===== src/rtl/frame_draw_scheduler.sv =====
// -----------------------------------------------------------------------------
// frame_draw_scheduler
//
// Purpose:
//   Sequences one frame of drawing per vertical sync. First the environment /
//   tile engine runs, then the sprite subsystem. The finished back buffer is
//   presented at the next VSYNC falling edge. A draw that runs past a VSYNC
//   edge is flagged as an overrun and still completes. A draw phase that never
//   reports done is abandoned after TIMEOUT_CYCLES and flagged.
//
// Ports:
//   CLOCK_50        in   50 MHz master clock
//   RESET_N         in   asynchronous active-low reset
//   ENABLE          in   level, permits frame scheduling
//   VSYNC_N         in   raw VGA vertical sync (active-low), CLOCK_50 domain
//   ENTITY_COUNT    in   last entity-file address to draw
//   ENV_RUN         out  environment engine run level
//   ENV_DONE        in   environment engine done status
//   SPR_RUN         out  sprite subsystem run level
//   SPR_QUEUE_DONE  in   sprite subsystem queue-done status
//   STOP_ADDRESS    out  ENTITY_COUNT latched at the start of each frame
//   BUF_SELECT      out  back buffer currently being drawn
//   SWAP            out  one-cycle buffer swap pulse
//   FRAME_COUNT     out  presented-frame counter (wraps)
//   BUSY            out  high while a draw phase is active
//   OVERRUN         out  sticky: VSYNC edge arrived while drawing
//   TIMEOUT_ERR     out  sticky: a draw phase hit the cycle limit
//   CLEAR_ERR       in   clears OVERRUN / TIMEOUT_ERR (a same-cycle set wins)
//
// All outputs come straight from flops, so no input reaches an output
// combinationally.
// -----------------------------------------------------------------------------
module frame_draw_scheduler #(
  parameter logic [19:0] TIMEOUT_CYCLES = 20'd800000
) (
  input  logic        CLOCK_50,
  input  logic        RESET_N,
  input  logic        ENABLE,
  input  logic        VSYNC_N,
  input  logic [2:0]  ENTITY_COUNT,
  output logic        ENV_RUN,
  input  logic        ENV_DONE,
  output logic        SPR_RUN,
  input  logic        SPR_QUEUE_DONE,
  output logic [2:0]  STOP_ADDRESS,
  output logic        BUF_SELECT,
  output logic        SWAP,
  output logic [15:0] FRAME_COUNT,
  output logic        BUSY,
  output logic        OVERRUN,
  output logic        TIMEOUT_ERR,
  input  logic        CLEAR_ERR
);

  typedef enum logic [2:0] {
    S_IDLE,
    S_WAIT_VS,
    S_ENV_DRAW,
    S_SPR_DRAW,
    S_WAIT_SWAP
  } state_e;

  state_e      state_q, state_d;
  logic        vs_q;
  logic [19:0] phase_cnt_q, phase_cnt_d;
  logic        env_run_q, spr_run_q, busy_q, swap_q;
  logic        buf_q, overrun_q, timeout_q;
  logic [15:0] frame_q;
  logic [2:0]  stop_q;

  logic vs_edge;
  logic in_draw;
  logic phase_first;
  logic phase_expired;
  logic swap_d;
  logic latch_stop;
  logic overrun_set;
  logic timeout_set;

  // VSYNC_N is already synchronous to CLOCK_50; one history flop is enough to
  // find the falling edge. History resets to 1 so a low VSYNC_N at reset
  // release is not mistaken for an edge.
  assign vs_edge = vs_q & ~VSYNC_N;

  assign in_draw       = (state_q == S_ENV_DRAW) || (state_q == S_SPR_DRAW);
  // The done inputs may still be high from the previous frame, so they are
  // only trusted from the second cycle of a phase onward.
  assign phase_first   = (phase_cnt_q == 20'd0);
  assign phase_expired = (phase_cnt_q == TIMEOUT_CYCLES - 20'd1);
  assign overrun_set   = vs_edge && in_draw;

  // NOTE: every signal assigned here gets a default first, so no path through
  // the case statement can leave one unassigned and infer a latch.
  always_comb begin
    state_d     = state_q;
    swap_d      = 1'b0;
    latch_stop  = 1'b0;
    timeout_set = 1'b0;

    case (state_q)
      S_IDLE: begin
        if (ENABLE) state_d = S_WAIT_VS;
      end
      S_WAIT_VS: begin
        if (!ENABLE) begin
          state_d = S_IDLE;
        end else if (vs_edge) begin
          state_d    = S_ENV_DRAW;
          latch_stop = 1'b1;
        end
      end
      // ENABLE is deliberately ignored while drawing: a frame once started
      // always completes and is always presented.
      S_ENV_DRAW: begin
        if (!phase_first && ENV_DONE) begin
          state_d = S_SPR_DRAW;
        end else if (phase_expired) begin
          state_d     = S_WAIT_SWAP;
          timeout_set = 1'b1;
        end
      end
      S_SPR_DRAW: begin
        if (!phase_first && SPR_QUEUE_DONE) begin
          state_d = S_WAIT_SWAP;
        end else if (phase_expired) begin
          state_d     = S_WAIT_SWAP;
          timeout_set = 1'b1;
        end
      end
      S_WAIT_SWAP: begin
        if (vs_edge) begin
          swap_d = 1'b1;
          if (ENABLE) begin
            state_d    = S_ENV_DRAW;
            latch_stop = 1'b1;
          end else begin
            state_d = S_IDLE;
          end
        end
      end
      default: state_d = S_IDLE;
    endcase
  end

  // The phase counter restarts on every entry into a draw state and idles at
  // zero elsewhere. Timeout forces an exit, so it never needs to saturate.
  always_comb begin
    phase_cnt_d = 20'd0;
    if (((state_d == S_ENV_DRAW) || (state_d == S_SPR_DRAW)) && (state_d == state_q)) begin
      phase_cnt_d = phase_cnt_q + 20'd1;
    end
  end

  // Run/busy outputs are registered from the next state, so they track the
  // state register exactly. The two run levels can never overlap because they
  // decode mutually exclusive states.
  // NOTE: all state is updated with non-blocking assignments so every flop
  // samples the values from before the clock edge, regardless of statement order.
  always_ff @(posedge CLOCK_50 or negedge RESET_N) begin
    if (!RESET_N) begin
      state_q     <= S_IDLE;
      vs_q        <= 1'b1;
      phase_cnt_q <= 20'd0;
      env_run_q   <= 1'b0;
      spr_run_q   <= 1'b0;
      busy_q      <= 1'b0;
      swap_q      <= 1'b0;
      buf_q       <= 1'b0;
      frame_q     <= 16'd0;
      stop_q      <= 3'd0;
      overrun_q   <= 1'b0;
      timeout_q   <= 1'b0;
    end else begin
      state_q     <= state_d;
      vs_q        <= VSYNC_N;
      phase_cnt_q <= phase_cnt_d;
      env_run_q   <= (state_d == S_ENV_DRAW);
      spr_run_q   <= (state_d == S_SPR_DRAW);
      busy_q      <= (state_d == S_ENV_DRAW) || (state_d == S_SPR_DRAW);
      swap_q      <= swap_d;
      buf_q       <= buf_q ^ swap_d;
      frame_q     <= frame_q + {15'd0, swap_d};
      if (latch_stop) stop_q <= ENTITY_COUNT;
      // Set has priority over clear when both happen in the same cycle.
      overrun_q   <= overrun_set | (overrun_q & ~CLEAR_ERR);
      timeout_q   <= timeout_set | (timeout_q & ~CLEAR_ERR);
    end
  end

  assign ENV_RUN      = env_run_q;
  assign SPR_RUN      = spr_run_q;
  assign BUSY         = busy_q;
  assign SWAP         = swap_q;
  assign BUF_SELECT   = buf_q;
  assign FRAME_COUNT  = frame_q;
  assign STOP_ADDRESS = stop_q;
  assign OVERRUN      = overrun_q;
  assign TIMEOUT_ERR  = timeout_q;

endmodule


===== config.mk =====
export PLATFORM = sky130hd
export DESIGN_NAME = frame_draw_scheduler
export DESIGN_NICKNAME = d
export VERILOG_FILES = /design/src/rtl/frame_draw_scheduler.sv
export SDC_FILE = /design/constraint.sdc
export NUM_CORES = 1
export LEC_CHECK = 0
export ABC_CLOCK_PERIOD_IN_PS = 4850
export CAP_MARGIN = 20
export CORE_MARGIN = 1.5
export CORE_UTILIZATION = 33
export DETAILED_ROUTE_END_ITERATION = 8
export DONT_BUFFER_PORTS = 1
export GPL_ROUTABILITY_DRIVEN = 0
export PLACE_DENSITY = 0.43
export SLEW_MARGIN = 20
export SYNTH_ARGS = -nofsm -noshare
export SYNTH_HDL_FRONTEND = slang
export SYNTH_SLANG_ARGS = --single-unit

===== constraint.sdc =====
create_clock -name CLOCK_50 -period 4.85 [get_ports CLOCK_50]
set_input_delay 0.97 -clock CLOCK_50 [delete_from_list [all_inputs] [get_ports CLOCK_50]]
set_output_delay 0.97 -clock CLOCK_50 [all_outputs]
set_load 0.01 [all_outputs]

; ---- Yosys cells after proc, flatten, opt, wreduce, memory -nomap -nowiden
; Cells that the tools add are included.
[totals]
regBits = 50
[classes]
addsub = 2
n_eq_ne = 8
mux = 20
bitwise_logic = 8
reduce_logical = 9
[op_table]
columns = cell, count
row1 = 2-to-1 mux 3 bit, 7
row2 = "adder 20 x 1 -> 20 bit, second input constant", 1
row3 = "== test 20 bit, second input constant", 1
row4 = logical NOT 20 bit, 1
row5 = 2-to-1 mux 20 bit, 1
row6 = adder 16 x 1 -> 16 bit, 1
row7 = one-hot mux 3 bit (5 select lines), 1
row8 = "== test 3 x 2 -> 1 bit, second input constant", 4
row9 = 2-to-1 mux 1 bit, 8
row10 = logical AND 1 bit, 4
row11 = one-hot mux 1 bit (2 select lines), 2
row12 = AND 1 bit, 3
row13 = "== test 3 x 1 -> 1 bit, second input constant", 1
row14 = == test 3 bit, 1
row15 = "== test 3 bit, second input constant", 1
row16 = logical NOT 3 bit, 1
row17 = logical OR 1 bit, 2
row18 = 2-to-1 mux 2 bit, 1
row19 = NOT 1 bit, 2
row20 = bitwise OR 1 bit, 2
row21 = logical NOT 1 bit, 1
row22 = bitwise XOR 1 bit, 1

; ---- Logic depth before layout (Yosys ltp)
; Gate-level depths: netlist of the first run.
[logic_depth]
depth_word = 9
mapped_depth = 8
ltp_nobuf = 8

; ---- Least setup slack after synthesis of the first run
; No wires, ideal clock.
[synth_path]
path_type = in2reg
from = input VSYNC_N
to = register frame_q[14], in the netlist FRAME_COUNT[14]
setup_time_ns = 0.079
arrival_time_ns = 2.691
setup_slack_ns = 2.080
path_stages = 8
path_cell_list = nand2b_1 nor4b_1 ha_1 ha_1 nand2_1 or2_1 nor2_1 xor2_1
[synth_between]
elab_chain_cells = 5
[synth_rtl]
columns = element, line
row1 = "start, declared", 39  ; input logic VSYNC_N,
row2 = NOT 1 bit, 83  ; assign vs_edge = vs_q & ~VSYNC_N;
row3 = AND 1 bit, 83
row4 = 2-to-1 mux 1 bit, 131  ; if (vs_edge) begin
row5 = 2-to-1 mux 1 bit, 100  ; case (state_q)
row6 = named net swap_d, 75  ; logic swap_d;
row7 = adder 16 x 1 -> 16 bit, 182  ; frame_q <= frame_q + {15'd0, swap_d};
row8 = "end signal, assigned", 182
row9 = "end, declared", 68  ; logic [15:0] frame_q;
; The timed path passes the listed nets, and every way through them passes these cells.
; A chain may end at the register's enable or synchronous reset.

; ---- Worst setup path in the final report of the first run
[layout_path]
from = input VSYNC_N
to = register frame_q[12], in the netlist FRAME_COUNT[12]
; The elaborated chain is that of the path after synthesis.

==> flow_metrics.py, run 1 <==
metrics = {
    "yosys": {
        "synth.distinct_cells": 44,
        "syn_area_per_cell_um2": 11.3,
        "ys_ff_latch": 50,
        "netlist_area_mm2": 0.00245,
        "yosysSeqAreaShare_pct": 51.2,
        "synthCells": 216,
        "ys_warn_count": 0,
        "syn-num-nets": 230,
    },
    "cts": {
        "cts_buffers": 5,
        "cts_tree": "yes",
        "clockRootBuffer": "clkbuf_8",
        "cts_sinks": 50,
        "post-cts-setup-buffer-count": 0,
        "hold_buffers": 0,
        "clk_pin_slew_ns": 0.10,
        "ctsHtreeMaxLevel": 2,
        "cts_max_path_buffers": 2,
        "insertion_delay_ns": 0.30,
        "ctsResizeCount": 0,
    },
    "global_route": {
        "grt_pass1_wl_mm": 7.52,
        "grt_max_degree": 51,
        "grt_pass1_vias": 1634,
        "gr-total-overflow": 0,
        "track_usage_pct": 12.3,
        "antenna_found_initial": 0,
    },
    "sta": {
        "finalHoldViolCount": 0,
        "period_share_pct": 57.7,
        "setup_viol_count_final": 0,
        "clock.fmax_mhz": 357,
        "max_slew.worst_pin.slew_ns": 0.670,
        "final_max_slew_viol_count": 0,
        "finalSetupTns_ns": 0,
        "rsz0062_at_grt": "no",
        "clock_skew_ns": 0.00889,
        "whs_ns": 0.349,
        "slew_headroom_pct": 54.7,
        "period_minus_slack_ns": 2.80,
    },
    "status": {
        "status": "complete, no violations",
    },
    "critical_path": {
        "crit_fanout": 5,
        "slowest_stage": "nor4b_1",
        "worstPathArrival_ns": 3.03,
        "end_kind": "flop",
        "required_ns": 5.08,
        "critPathLaunchType": "input pin",
        "critPathTopFamily": "simple AND/OR/NAND/NOR gates",
        "cp_cell_sequence": "nand2b_1 -> nor4b_1 -> ha_1 -> ha_1 -> nand2_1 -> or2_1 -> nor2_1 -> xor2_1",
        "critical_path_class": "input pin to flop",
        "path_common_cell": "ha_1",
        "max_stage_delay_ns": 0.61,
        "cp.buffers_inverters": 0,
    },
    "power_and_ir_drop": {
        "leakage_nw": 1.13,
        "combPwrFrac_pct": 25.1,
        "switching_share_pct": 35.8,
        "p_per_area_mw_per_mm2": 396,
        "netSwitchingPower_uw": 373,
        "cellInternalPower_uw": 669,
        "clkPwrFrac_pct": 23.4,
        "total_power_mw": 1.04,
        "p_seq_share_pct": 51.6,
        "ir_drop_mv": 0.187,
    },
    "floorplan": {
        "num_io_pins": 36,
        "start_util_pct": 33.9,
        "coreArea_mm2": 0.00721,
        "die_x_um": 89.1,
        "rows": 31,
        "dieArea_mm2": 0.00794,
        "fp.dieH_um": 89.1,
    },
    "route": {
        "first_pass_iters": 4,
        "drt-vias-per-instance": 4.87,
        "drt_wl_total_mm": 4.45,
        "drt_iter0_markers": 86,
        "drc": 0,
        "route.vias.total": 1557,
        "antenna_left": 0,
        "wl_per_cell_um": 13.9,
    },
    "min_path": {
        "min_path_type": "input pin to async pin",
    },
    "cells_and_area": {
        "ff_latch_area_mm2": 0.00125,
        "multi_input_area_mm2": 0.00113,
        "final_common_cell": "dfrtp_1",
        "diodes": 0,
        "layout_common_cells": "dfrtp_1, xnor2_1, nor2_2",
        "final_nets": 234,
        "num-fill-cells": 731,
        "syn2layout_area_growth_pct": 7.72,
        "drive_above_1_share_pct": 19.9,
    },
    "job": {
        "cap_violations": 0,
    },
    "place": {
        "hpwl_mm": 3.13,
        "port_buffers": 0,
    },
}
-- area by class of cell --
type,instances,share of cell area [%]
Clock buffer,5,2.61
Clock inverter,3,0.807
Inverter,7,0.997
Multi-Input combinational cell,155,43.1
Sequential cell,50,47.5
Tap cell,99,4.70
Timing Repair Buffer,1,0.285
-- metrics by stage --
stage          util, %  setup slack [ns]  std cells  area, um2
6_report          36.5              2.05        320       2640
4_1_cts           36.5              1.99        320       2640
3_5_place_dp      35.3              1.68        312       2540
2_1_floorplan        -              2.08        216       2450
5_1_grt           36.5              1.80        320       2640
3_3_place_gp      35.3              1.79        312       2540
-- cells in the mapped netlist (all sizes together) --
cell / number / area share, %
a211o: 1 / 0.36
a21oi: 2 / 0.56
a2bb2oi: 2 / 0.72
and2: 2 / 0.51
and3: 6 / 1.5
and4: 1 / 0.36
buf: 4 / 1.3
dfrtp: 49 / 50
dfstp: 1 / 1.1
ha: 4 / 2.0
inv: 7 / 1.1
mux2: 3 / 1.4
nand2: 13 / 2.1
nand2b: 4 / 1.0
nand3: 16 / 3.7
nand4: 11 / 3.4
nor2: 31 / 7.5
nor2b: 2 / 0.51
nor3: 2 / 0.41
nor4: 4 / 2.8
nor4b: 2 / 0.97
o211ai: 3 / 1.1
o21ai: 4 / 0.82
o22ai: 1 / 0.26
o311ai: 1 / 0.36
o31ai: 2 / 0.61
or2: 1 / 0.26
or3: 2 / 0.56
or4: 1 / 0.31
or4b: 1 / 0.41
xnor2: 20 / 7.2
xor2: 13 / 4.7
-- logic make-up (layout without fill, tap and decap cells) --
kind of cell	count (synthesis)	count (layout)	share of synthesized area (%)
simple gates	99	99	26.3
flops	50	50	51.2
xor+xnor	33	33	11.8
buf+inv	11	16	2.40
mux	3	3	1.38
compound gates	16	16	4.81
fa+ha+maj	4	4	2.05
-- path summary, 6_finish.rpt --
| check | startpoint | endpoint | slack [ns] | depth (start not counted) |
|---|---|---|---|---|
| setup / recovery | VSYNC_N | FRAME_COUNT[12] | 2.05 | 8 |
| hold / removal | RESET_N | FRAME_COUNT[13] | 0.35 | 0 |
| setup reg to reg | vs_q | FRAME_COUNT[12] | 2.25 | 8 |
| hold reg to reg | phase_cnt_q[0] | phase_cnt_q[0] | 0.53 | 1 |
| max in group asynchronous | RESET_N | vs_q | 4.33 | 0 |
| min in group CLOCK_50 | phase_cnt_q[0] | phase_cnt_q[0] | 0.53 | 1 |
-- routing by layer --
layer  vias up  track usage [%]  wire length (um)  share of wire, %
met5         -                0                 0                 0
met4         0             4.06                59               1.3
met3         5             3.32               188               4.2
met2        25             20.6              2160                49
met1       780             15.3              2040                46
li1        747                -                 -                 -
-- power by group through the flow --
stage,logic (mW),registers [mW],clock network (mW)
global placement,0.261,0.546,0
detailed placement,0.261,0.547,0
finish,0.261,0.537,0.244
floorplan,0.247,0.526,0
CTS,0.265,0.538,0.256
global route,0.297,0.549,0.272
-- flip-flops by register name, indices dropped and copies added (netlist names) --
name          count
TIMEOUT_ERR       1
STOP_ADDRESS      3
BUSY              1
phase_cnt_q      20
SPR_RUN           1
SWAP              1
state_q           3
ENV_RUN           1
vs_q              1
FRAME_COUNT      16
OVERRUN           1
BUF_SELECT        1
Note: power is estimated with default switching activity, not from simulation.
==> run 2, diff against run 1 <==
--- a/config.mk
+++ b/config.mk
@@ -5,7 +5,8 @@
 export SDC_FILE = /design/constraint.sdc
 export NUM_CORES = 1
 export LEC_CHECK = 0
-export ABC_CLOCK_PERIOD_IN_PS = 4850
+export ABC_AREA = 1
+export ABC_CLOCK_PERIOD_IN_PS = 2600
 export CAP_MARGIN = 20
 export CORE_MARGIN = 1.5
 export CORE_UTILIZATION = 33
==> constraint.sdc (replaced) <==
create_clock -name CLOCK_50 -period 2.6 [get_ports CLOCK_50]
set_input_delay 0.52 -clock CLOCK_50 [delete_from_list [all_inputs] [get_ports CLOCK_50]]
set_output_delay 0.52 -clock CLOCK_50 [all_outputs]
set_load 0.01 [all_outputs]
==> run 2 against run 1 <==
Effect of this change: routed wire length increased by 10%; cell count increased by 17%; core utilization increased by 1.8 points; first-iteration DRC count increased by 5.8%; critical path type is now flop to flop; largest power group unchanged.
==> flow_metrics.py, run 2 <==
metrics = {
    "floorplan": {
        "start_util_pct": 34.6,
        "rows": 31,
        "coreArea_mm2": 0.00733,
        "dieArea_mm2": 0.00822,
        "fp.dieH_um": 90.7,
        "die_x_um": 90.7,
        "num_io_pins": 36,
    },
    "critical_path": {
        "startpoint": "vs_q",
        "r2r_setup_slack_ns": 0.24,
        "critical_path_class": "flop to flop",
        "rr_startpoint": "vs_q",
        "crit_fanout": 4,
        "end_kind": "flop",
        "worstPathArrival_ns": 2.55,
        "critPathLaunchType": "flop",
        "required_ns": 2.79,
    },
    "cells_and_area": {
        "layout.cells.non_filler": 373,
        "final_common_cell": "dfrtp_1",
        "postLayoutCellArea_mm2": 0.00281,
        "drive_above_1_share_pct": 23.0,
        "regMostFlops": "phase_cnt_q",
        "diodes": 0,
        "layout_common_cells": "dfrtp_1, nand2_1, inv_1",
        "final_nets": 287,
        "largest_reg_flops": 20,
        "num-fill-cells": 753,
        "syn2layout_area_growth_pct": 10.7,
    },
    "yosys": {
        "syn-num-nets": 279,
        "yosysSeqAreaShare_pct": 49.4,
        "netlist.area_leader.share_pct": 48.3,
        "ys_warn_count": 0,
        "netlist_area_mm2": 0.00254,
        "synth.distinct_cells": 33,
        "synth_most_common_cell": "dfrtp_1",
        "synth_area_leader_cell": "dfrtp_1",
        "yosys-top-cells-count": "dfrtp_1, nand2_1, inv_1, nor2_2, nor2_1",
        "ys.flop_type": "dfrtp_1",
        "syn_area_per_cell_um2": 9.57,
        "ys_top_cells_by_area": "dfrtp_1, nor2_2, nand2_1",
        "synthCells": 265,
        "async_reset_ff_share_pct": 100,
        "ys_ff_latch": 50,
        "synth_edf_count": 0,
    },
    "cts": {
        "clk_pin_slew_ns": 0.10,
        "cts_sinks": 50,
        "cts_tree": "yes",
        "clockRootBuffer": "clkbuf_8",
        "post-cts-setup-buffer-count": 0,
        "insertion_delay_ns": 0.30,
        "cts_buffers": 5,
        "ctsHtreeMaxLevel": 2,
        "cts_max_path_buffers": 2,
    },
    "route": {
        "drt-vias-per-instance": 4.49,
        "drt_iter0_markers": 91,
        "first_pass_iters": 4,
        "route.vias.total": 1675,
        "wl_per_cell_um": 13.1,
        "drc": 0,
        "drt_wl_total_mm": 4.90,
        "antenna_left": 0,
    },
    "job": {
        "cap_violations": 0,
    },
    "sta": {
        "clock_skew_ns": 0.00884,
        "period_share_pct": 90.7,
        "finalSetupTns_ns": 0,
        "layout_setup_ws_ns": 0.241,
        "rsz0062_at_grt": "no",
        "finalHoldViolCount": 0,
        "period_minus_slack_ns": 2.36,
        "setup_viol_count_final": 0,
        "clock.fmax_mhz": 424,
        "max_slew.worst_pin.slew_ns": 0.390,
        "final_max_slew_viol_count": 0,
        "slew_headroom_pct": 73.8,
    },
    "power_and_ir_drop": {
        "p_per_area_mw_per_mm2": 515,
        "ir_drop_mv": 0.256,
        "leakage_nw": 1.29,
        "total_power_mw": 1.44,
    },
    "place": {
        "dp_cells": 364,
        "dp_slack_ns": 0.172,
        "placed_cell_area_mm2": 0.00267,
        "hpwl_mm": 3.52,
        "port_buffers": 0,
    },
    "global_route": {
        "grt_pass1_vias": 1757,
        "gr-total-overflow": 0,
        "grt_max_degree": 50,
        "track_usage_pct": 13.3,
        "antenna_found_initial": 0,
        "grt_pass1_wl_mm": 8.68,
    },
    "min_path": {
        "min_path_type": "input pin to async pin",
    },
    "status": {
        "status": "complete, no violations",
    },
}
[run 2: changes by cell type in the layout (fill, tap and decap cells not counted), moves of 4 or more]
cell / delta
nand2_1: +26
nand4_1: -5
nor2_2: +7
nand2_2: +8
inv_1: +24
nand2b_1: -4
nor2_1: +12
xnor2_1: -5
and3_1: -6
[run 2: layout make-up]
cell class	instances	area, um2	area share (%)
repair buffers	3	55.1	1.96
clock inverters	3	43.8	1.56
multi-input cells	181	1140	40.7
well taps	99	124	4.41
flip-flops and latches	50	1250	44.6
inverters	32	120	4.28
clock buffers	5	68.8	2.45
[run 2: worst max-delay path, stage by stage, from the launching register on]
cell and delay, ns:
dfstp_2 0.53, inv_1 0.03, or2_2 0.30, nor2_1 0.15
ha_1 0.19, nand3_1 0.11, nand3b_1 0.23, nor2_2 0.14
nand3_1 0.15, nor3_2 0.20, nand2_1 0.09, xnor2_1 0.13
[run 2: final timing paths]
path                                        end  cells after the start
worst max-delay path            FRAME_COUNT[15]                     11
worst min-delay path                       vs_q                      0
worst max register to register  FRAME_COUNT[15]                     11
worst min register to register   phase_cnt_q[0]                      1
max in group asynchronous            state_q[0]                      1
min in group CLOCK_50                      vs_q                      0
[run 2: timing repair]
action,in CTS,in global routing
hold endpoints to repair,49,0
setup endpoints to repair,0,1
gates resized for setup,0,1
hold buffers,1,0
[run 2: through the flow]
step	hold slack (ns)	utilization [%]
6_report	0.0465	38.3
5_1_grt	0.0225	38.3
4_1_cts	0.0299	38.3
3_5_place_dp	0.226	36.4
3_3_place_gp	0.226	36.4
2_1_floorplan	0.224	-
[run 2: power breakdown]
part | switching (mW) | total (mW) | internal [mW]
logic | 0.0402 | 0.0656 | 0.0255
registers | 0.0207 | 0.818 | 0.797
clock network | 0.273 | 0.562 | 0.289
[run 2: cells by family (layout without fill, tap and decap cells)]
group,Yosys count,in the layout,synth area share (%)
AND/OR/NAND/NOR,135,135,29.2
flip-flops,50,50,49.4
buffers and inverters,34,43,5.62
XOR/XNOR,30,30,10.4
AO/OA/AOI/OAI,9,9,2.17
adder cells (fa/ha/maj),4,4,1.97
multiplexers,3,3,1.33
[run 2: metal layers]
| metal | GRT usage [%] | part of all wire, % |
|---|---|---|
| met4 | 3.57 | 0.65 |
| met3 | 3.96 | 5.1 |
| met1 | 17.5 | 48 |
| met5 | 0 | 0 |
| met2 | 21.2 | 47 |
==> run 3, diff against run 2 <==
--- a/config.mk
+++ b/config.mk
@@ -13,7 +13,8 @@
 export DETAILED_ROUTE_END_ITERATION = 8
 export DONT_BUFFER_PORTS = 1
 export GPL_ROUTABILITY_DRIVEN = 0
-export PLACE_DENSITY = 0.43
+export PLACE_DENSITY = 0.44
+export SKIP_CTS_REPAIR_TIMING = 1
 export SLEW_MARGIN = 20
 export SYNTH_ARGS = -nofsm -noshare
 export SYNTH_HDL_FRONTEND = slang
==> run 3 against run 2 <==
Effect of this change: global-route usage shrank 0.86 points; clock skew grew 0.00051 ns; core utilization grew 0.10 points; register-to-register slack gained 0.03 ns.
==> flow_metrics.py, run 3 (same netlist as run 2, synthesis figures left out) <==
metrics = {
    "cts": {
        "clockRootBuffer": "clkbuf_8",
        "ctsHtreeMaxLevel": 2,
        "cts_max_path_buffers": 2,
        "cts_tree": "yes",
        "clk_pin_slew_ns": 0.10,
        "insertion_delay_ns": 0.30,
        "cts_buffers": 5,
        "cts_sinks": 50,
    },
    "floorplan": {
        "fp.dieH_um": 90.7,
        "num_io_pins": 36,
        "coreArea_mm2": 0.00733,
        "dieArea_mm2": 0.00822,
        "start_util_pct": 34.6,
        "rows": 31,
        "die_x_um": 90.7,
    },
    "cells_and_area": {
        "syn2layout_area_growth_pct": 11.0,
        "regMostFlops": "phase_cnt_q",
        "final_nets": 287,
        "largest_reg_flops": 20,
        "layout_common_cells": "dfrtp_1, nand2_1, inv_1",
        "drive_above_1_share_pct": 23.7,
        "diodes": 0,
        "postLayoutCellArea_mm2": 0.00282,
        "fin_util_pct": 38.4,
        "final_common_cell": "dfrtp_1",
    },
    "route": {
        "drc": 0,
        "drt_iter0_markers": 63,
        "first_pass_iters": 4,
        "antenna_left": 0,
        "wl_per_cell_um": 12.7,
        "drt_wl_total_mm": 4.72,
        "route.vias.total": 1679,
        "drt-vias-per-instance": 4.50,
    },
    "power_and_ir_drop": {
        "p_per_area_mw_per_mm2": 511,
        "switching_share_pct": 22.8,
        "ir_drop_mv": 0.280,
        "netSwitchingPower_uw": 329,
        "leakage_nw": 1.29,
        "p_seq_share_pct": 56.8,
        "combPwrFrac_pct": 4.5,
        "clkPwrFrac_pct": 38.7,
        "cellInternalPower_mw": 1.11,
        "total_power_mw": 1.44,
    },
    "sta": {
        "max_slew.worst_pin.slew_ns": 0.378,
        "clock.fmax_mhz": 430,
        "final_max_slew_viol_count": 0,
        "setup_viol_count_final": 0,
        "period_minus_slack_ns": 2.33,
        "slew_headroom_pct": 74.6,
        "finalHoldViolCount": 0,
        "whs_ns": 0.0426,
        "rsz0062_at_grt": "no",
        "period_share_pct": 89.5,
        "clock_skew_ns": 0.00935,
        "finalSetupTns_ns": 0,
    },
    "status": {
        "status": "complete, no violations",
    },
    "critical_path": {
        "end_kind": "flop",
        "crit_fanout": 4,
        "critical_path_class": "flop to flop",
        "startpoint": "vs_q",
        "rr_startpoint": "vs_q",
        "critPathLaunchType": "flop",
        "worstPathArrival_ns": 2.52,
        "required_ns": 2.79,
    },
    "job": {
        "cap_violations": 0,
    },
    "place": {
        "placed_cell_area_mm2": 0.00267,
        "port_buffers": 0,
        "hpwl_mm": 3.41,
    },
    "global_route": {
        "antenna_found_initial": 0,
        "grt_pass1_vias": 1721,
        "gr-total-overflow": 0,
        "grt_max_degree": 51,
        "grt_pass1_wl_mm": 8.23,
        "track_usage_pct": 12.4,
    },
    "min_path": {
        "min_path_type": "input pin to async pin",
    },
}
[run 3: changes by cell type in the layout (fill, tap and decap cells not counted)]
| cell | before | now |
|---|---|---|
| nand3_1 | 14 | 13 |
| nand3_2 | 3 | 4 |
| nor2_1 | 22 | 21 |
| nor2_2 | 25 | 26 |
[run 3: layout make-up]
| cell class | count | area, um2 |
|---|---|---|
| Sequential cell | 50 | 1250 |
| Fill cell | 734 | 4520 |
| Multi-Input combinational cell | 181 | 1150 |
| Inverter | 32 | 120 |
| Tap cell | 99 | 124 |
| Timing Repair Buffer | 3 | 55.1 |
| Clock buffer | 5 | 68.8 |
| Clock inverter | 3 | 43.8 |
[run 3: final timing paths]
kind	cells past startpoint	slack, ns	endpoint
max in group asynchronous	1	2.32	BUSY
min in group CLOCK_50	0	0.20	vs_q
min	0	0.04	vs_q
min reg2reg	1	0.51	phase_cnt_q[0]
max	11	0.27	FRAME_COUNT[15]
max reg2reg	11	0.27	FRAME_COUNT[15]
[run 3: worst max-delay path: stages, from the launching register on]
cell      delay (ns)
dfstp_2         0.53
inv_1           0.03
or2_2           0.30
nor2_2          0.12
ha_1            0.18
nand3_1         0.11
nand3b_1        0.23
nor2_2          0.16
nand3_2         0.12
nor3_2          0.22
nand2_1         0.09
xnor2_1         0.13
[run 3: layer usage]
| layer | wire length (um) | up-vias | track usage (%) | share of wire [%] |
|---|---|---|---|---|
| li1 | - | 846 | - | - |
| met1 | 2260 | 792 | 16.6 | 48 |
| met2 | 2180 | 36 | 19.7 | 46 |
| met3 | 244 | 5 | 3.37 | 5.2 |
| met4 | 37 | 0 | 3.57 | 0.78 |
| met5 | 0 | - | 0 | 0 |
[run 3: per-stage QoR]
step,worst slack (ns),instances
after global routing,0.0261,373
after CTS,0.164,372
final,0.273,373
after global placement,0.219,364
after floorplan,0.321,265
after detailed placement,0.178,364
[run 3: power by group through the flow]
stage	Sequential (mW)	Clock (mW)	Combinational, mW
floorplan	0.830	0	0.0400
global placement	0.834	0	0.0458
detailed placement	0.834	0	0.0463
CTS	0.818	0.587	0.0465
global route	0.820	0.618	0.0735
finish	0.817	0.558	0.0650
